$ cat src/rtl/mc_cpu.sv
// mc_cpu: multicycle accumulator CPU with a single shared memory port.
// Each instruction runs FETCH -> DECODE -> (MEM -> (EXEC)) -> FETCH.
// Optional feature: define MC_CPU_HALT_EN to make SYS #1 stop the core until reset.
// The memory-port outputs are registered: they come from the next-state
// values. As a result, the port is idle for one cycle after every reset edge.
module mc_cpu #(
  parameter int unsigned DW = 8,
  localparam int unsigned AW = DW - 3
) (
  input  logic          clk,
  input  logic          rst,
  output logic          mem_req,
  output logic          mem_we,
  output logic [AW-1:0] mem_addr,
  output logic [DW-1:0] mem_wdata,
  input  logic [DW-1:0] mem_rdata,
  input  logic          mem_ready,
  output logic [DW-1:0] acc_out,
  output logic [2:0]    flags,
  output logic          halted
);

  typedef enum logic [2:0] {
    ST_FETCH  = 3'd0,
    ST_DECODE = 3'd1,
    ST_MEM    = 3'd2,
    ST_EXEC   = 3'd3
`ifdef MC_CPU_HALT_EN
    , ST_HALT = 3'd4
`endif
  } state_t;

  typedef enum logic [2:0] {
    OP_LDA = 3'b000,
    OP_STA = 3'b001,
    OP_ADD = 3'b010,
    OP_SUB = 3'b011,
    OP_AND = 3'b100,
    OP_JMP = 3'b101,
    OP_JZ  = 3'b110,
    OP_SYS = 3'b111
  } op_t;

  state_t        state_q, state_d;
  logic [AW-1:0] pc_q, pc_d;
  logic [DW-1:0] ir_q, ir_d;
  logic [DW-1:0] mdr_q, mdr_d;
  logic [DW-1:0] acc_q, acc_d;
  logic          c_q, c_d;
  logic          z_q, z_d;
  logic          n_q, n_d;
  logic          req_d, we_d;
  logic [AW-1:0] addr_d;
  logic [DW:0]   sum;
  logic          xfer;
  op_t           opc, opc_d;
  logic [AW-1:0] operand;

  assign xfer      = mem_req & mem_ready;
  assign opc       = op_t'(ir_q[DW-1:DW-3]);
  assign opc_d     = op_t'(ir_d[DW-1:DW-3]);
  assign operand   = ir_q[AW-1:0];
  assign mem_wdata = acc_q;
  assign acc_out   = acc_q;
  assign flags     = {c_q, z_q, n_q};

  // Next-state, datapath updates and next memory-port values
  always_comb begin
    state_d = state_q;
    pc_d    = pc_q;
    ir_d    = ir_q;
    mdr_d   = mdr_q;
    acc_d   = acc_q;
    c_d     = c_q;
    z_d     = z_q;
    n_d     = n_q;
    sum     = '0;

    case (state_q)
      ST_FETCH: begin
        if (xfer) begin
          ir_d    = mem_rdata;
          pc_d    = pc_q + AW'(1);
          state_d = ST_DECODE;
        end
      end

      ST_DECODE: begin
        case (opc)
          OP_LDA, OP_STA, OP_ADD, OP_SUB, OP_AND: state_d = ST_MEM;
          OP_JMP: begin
            pc_d    = operand;
            state_d = ST_FETCH;
          end
          OP_JZ: begin
            if (z_q) pc_d = operand;
            state_d = ST_FETCH;
          end
          OP_SYS: begin
`ifdef MC_CPU_HALT_EN
            state_d = (operand == AW'(1)) ? ST_HALT : ST_FETCH;
`else
            state_d = ST_FETCH;
`endif
          end
          default: state_d = ST_FETCH;
        endcase
      end

      ST_MEM: begin
        if (xfer) begin
          if (opc == OP_STA) begin
            state_d = ST_FETCH;
          end else begin
            mdr_d   = mem_rdata;
            state_d = ST_EXEC;
          end
        end
      end

      ST_EXEC: begin
        case (opc)
          OP_LDA: acc_d = mdr_q;
          OP_ADD: begin
            sum   = {1'b0, acc_q} + {1'b0, mdr_q};
            acc_d = sum[DW-1:0];
            c_d   = sum[DW];
          end
          OP_SUB: begin
            acc_d = acc_q - mdr_q;
            c_d   = (acc_q < mdr_q);
          end
          OP_AND: acc_d = acc_q & mdr_q;
          default: acc_d = acc_q;
        endcase
        z_d     = (acc_d == '0);
        n_d     = acc_d[DW-1];
        state_d = ST_FETCH;
      end

`ifdef MC_CPU_HALT_EN
      ST_HALT: state_d = ST_HALT;
`endif

      default: state_d = ST_FETCH;
    endcase

    req_d  = (state_d == ST_FETCH) || (state_d == ST_MEM);
    we_d   = (state_d == ST_MEM) && (opc_d == OP_STA);
    addr_d = (state_d == ST_MEM) ? ir_d[AW-1:0] : pc_d;
  end

  // FSM state register
  always_ff @(posedge clk) begin
    if (rst) state_q <= ST_FETCH;
    else     state_q <= state_d;
  end

  // Architectural registers and registered memory-port outputs
  always_ff @(posedge clk) begin
    if (rst) begin
      pc_q     <= '0;
      ir_q     <= '0;
      mdr_q    <= '0;
      acc_q    <= '0;
      c_q      <= 1'b0;
      z_q      <= 1'b0;
      n_q      <= 1'b0;
      mem_req  <= 1'b0;
      mem_we   <= 1'b0;
      mem_addr <= '0;
    end else begin
      pc_q     <= pc_d;
      ir_q     <= ir_d;
      mdr_q    <= mdr_d;
      acc_q    <= acc_d;
      c_q      <= c_d;
      z_q      <= z_d;
      n_q      <= n_d;
      mem_req  <= req_d;
      mem_we   <= we_d;
      mem_addr <= addr_d;
    end
  end

`ifdef MC_CPU_HALT_EN
  // Halt indicator, set on entry to HALT and held until reset
  always_ff @(posedge clk) begin
    if (rst) halted <= 1'b0;
    else     halted <= (state_d == ST_HALT);
  end
`else
  assign halted = 1'b0;
`endif

endmodule
$ cat config.mk
export PLATFORM = sky130hd
export DESIGN_NAME = mc_cpu
export DESIGN_NICKNAME = d
export VERILOG_FILES = /design/src/rtl/mc_cpu.sv
export SDC_FILE = /design/constraint.sdc
export NUM_CORES = 1
export LEC_CHECK = 0
export CAP_MARGIN = 25
export CORE_MARGIN = 10
export CORE_UTILIZATION = 55
export CTS_CLUSTER_SIZE = 30
export DETAILED_ROUTE_END_ITERATION = 16
export GPL_TIMING_DRIVEN = 0
export PLACE_DENSITY = 0.8
export SLEW_MARGIN = 25
export SYNTH_ARGS = -nofsm -noshare
export SYNTH_HDL_FRONTEND = slang
export SYNTH_SLANG_ARGS = --single-unit
$ cat constraint.sdc
create_clock -name clk -period 2.5 [get_ports clk]
set_input_delay 0.5 -clock clk [delete_from_list [all_inputs] [get_ports clk]]
set_output_delay 0.5 -clock clk [all_outputs]
set_load 0.005 [all_outputs]
==> results.md <==
- Status: finished clean
- N_diodes: 0
- GPL Wtd Cong: 0.8809
- Top FF cell, synth: dfxtp_1
- EDFF count, synth: 0
- Most common library cell in the layout ignoring fill and taps: nor2_1
- Core area: 5042 µm²
- CP Max Fanout: 4
- Number of detailed-route iterations in the first pass: 7
- Initial antenna violation count: 0
- Share of flip-flops with an asynchronous set or reset: 0%
- Hold buffer count at cts: 0
- Share of the yosys chip area belonging to registers: 28.99%
- Yosys warnings: 0
- Max clock buf depth: 2
- Fillers: 436
- Normalized max-slew margin: 61.19%
- Clock latency on the worst-skew pair: 0.30 ns
- Worst-margin pin slew: 0.5821 ns
- HP Class: flip-flop to flip-flop
- Cell mode on critical path: inv_2
- Rows: 26
- R2r setup slk: 0.1 ns
- Max-Cap Viols: 0
- CP endpoint: z_q
- Post-DP HPWL: 5675 µm
- WP data required: 2.74 ns
- WL/cell: 16.22 µm
- Largest net degree at the start of global routing: 12
- Worst vdd ir: 0.0003643 V
- Synth Cell Area: 2831 µm²
- Die Ht: 91.75 µm
- Multi-input logic area: 1737 µm²
- Final hold vios: 0
- Reg2Reg Depth: 10
- Via Count: 2697
- Cell Pwr Density: 352.7 nW/µm²
- RSZ-0062 raised after global routing: yes
- Sum Neg Setup Slack: 0 ns
- Critical R2R Launch: acc_out[0]
- Setup CP Type: flip-flop to flip-flop
- Slew Limit Fails: 0
- First-pass GRT wire length: 12390 µm
- Worst Setup SP: acc_out[0]
- CTS root buf: clkbuf_8
- Num CTS Buffers: 5
- Die footprint: 8418 µm²
- Area growth syn-to-layout: 21.08%
- Stages on worst setup path: 10
- Nets: 424
- Initial core utilization: 56.15%
- Pleak: 1.370 nW
- Final worst-path cycle share: 96.16%
- Cell class contributing the biggest share of worst-path delay: simple AND/OR/NAND/NOR gates
- Final min period: 2.404 ns
- Commonest non-fill, non-tap cells in the layout: nor2_1, dfxtp_1, clkdlybuf4s50_1, nand2_1
- Number of synthesized register bits: 41
- Slowest cell on crit path: fa_1
- Design Power: 0.001209 W
- Critical Path AT: 2.65 ns
- CTS H-tree depth: 2
- Setup violators final: 0
- Port Buffers: 36
- Crit. End Element: flip-flop
- Vias per std cell: 5.838
- CTS sink count: 41
- Post-DRT Antenna Nets: 0
- Post-synthesis cell type count: 61
- Share of cells above drive strength 1: 14.29%
- I/O pins: 38
- Violation count after the first detailed-route iteration: 259
- Max Fclk: 0.4160 GHz
- Crit-path cells: inv_2 -> ha_4 -> inv_2 -> fa_1 -> xor2_1 -> o21ai_0 -> a31oi_1 -> or3_4 -> nor4b_4 -> a31o_1
- Buffers and inverters on the worst path: 2
- GR Overflow Total: 0
- Setup Skew: 0.006228 ns
- CTS tree: done
- Total Wirelength: 7495 µm
- Crit start category: flip-flop
- Max incr delay on CP: 0.43 ns
- Worst-path clk slew: 0.07 ns
- Synthesized area per cell: 8.207 µm²
- Synth Instances: 345
- DIE WIDTH: 91.75 µm
- DRC Markers: 0
- Worst r2r dst: z_q
- Register area: 824.5 µm²
- Vias in the first global route: 2609
- Total track usage: 17.43%
-- routing by layer --
| metal | global-route usage [%] | up-vias | part of all wire (%) |
|---|---|---|---|
| met5 | 0 | - | 0 |
| met4 | 6.298 | 0 | 1.8 |
| met3 | 5.542 | 16 | 7.1 |
| met2 | 27.67 | 108 | 46 |
| met1 | 21.67 | 1262 | 45 |
| li1 | - | 1311 | - |
-- report_power, final --
group	internal, W	switching (W)	total, W
clock network	0.000183	0.000212	0.000395
registers	0.000665	0.0000109	0.000676
logic	0.0000619	0.0000765	0.000138
-- worst min-delay path by stage --
stage	cells past startpoint	start	to
after floorplan	2	ir_q[3]	pc_q[3]
after global placement	2	ir_q[3]	pc_q[3]
after detailed placement	2	ir_q[4]	pc_q[4]
after CTS	2	ir_q[4]	pc_q[4]
after global routing	2	ir_q[4]	pc_q[4]
final	2	ir_q[4]	pc_q[4]
-- synth_stat cells, types with 9 or more instances --
library cell | instances | area share (%)
a211oi_1 | 14 | 3.7
mux2i_1 | 21 | 7.4
o21ai_0 | 11 | 1.9
nand2_1 | 26 | 3.4
nor3_1 | 9 | 1.6
nand3_1 | 9 | 1.6
nor2_1 | 40 | 5.3
clkbuf_1 | 9 | 1.2
dfxtp_1 | 41 | 29
inv_1 | 18 | 2.4
buf_4 | 14 | 3.7
a21oi_1 | 22 | 3.9
ha_1 | 18 | 8.0
-- area by class of cell --
cell class | instances | area share [%]
clock buffers | 5 | 2.007
well taps | 70 | 2.555
clock inverters | 1 | 0.1460
repair buffers | 41 | 11.61
flip-flops and latches | 41 | 24.05
inverters | 20 | 2.190
multi-input cells | 252 | 50.66
plain buffers | 32 | 6.788
-- worst min-delay path, delay by kind of cell, from the launching register on --
kind / cells / cell delay [ns]
and+or+nand+nor: 1 / 0.08
DFF: 1 / 0.34
AOI/OAI and AO/OA: 1 / 0.08
-- cell families after synthesis --
| group | count (synthesis) | share of synthesized area (%) |
|---|---|---|
| and+or+nand+nor | 114 | 19.80 |
| AOI/OAI and AO/OA | 91 | 22.05 |
| buffers and inverters | 53 | 11.00 |
| DFF | 41 | 28.99 |
| muxes | 21 | 7.424 |
| adders and majority gates | 20 | 9.368 |
| xor gates and xnor gates | 4 | 1.238 |
| other | 1 | 0.1324 |
-- sequential cells by signal, summed over array words and instances, names as in the netlist, 3 cells and up --
signal	flops
pc_q	5
acc_out	8
mem_addr	5
mdr_q	8
ir_q	8
state_q	3
-- stage by stage --
step	cell area, µm²	setup slack (ns)	hold slack (ns)	utilization, %	std cells
2_1_floorplan	2835	0.1691	0.4651	-	346
3_3_place_gp	3283	-0.07690	0.4960	65.11	452
3_5_place_dp	3283	-0.07781	0.5130	65.11	452
4_1_cts	3363	-0.001656	0.5320	66.70	458
5_1_grt	3428	-0.04811	0.5712	67.99	462
6_report	3428	0.09608	0.5258	67.99	462
-- timing repair --
action	in CTS	in global routing
endpoints found under the hold margin	0	0
setup endpoints to repair	2	5
setup buffers	0	5
pin swaps	0	9
gates resized for setup	3	9
No activity file was read; power rests on OpenSTA's default activity.
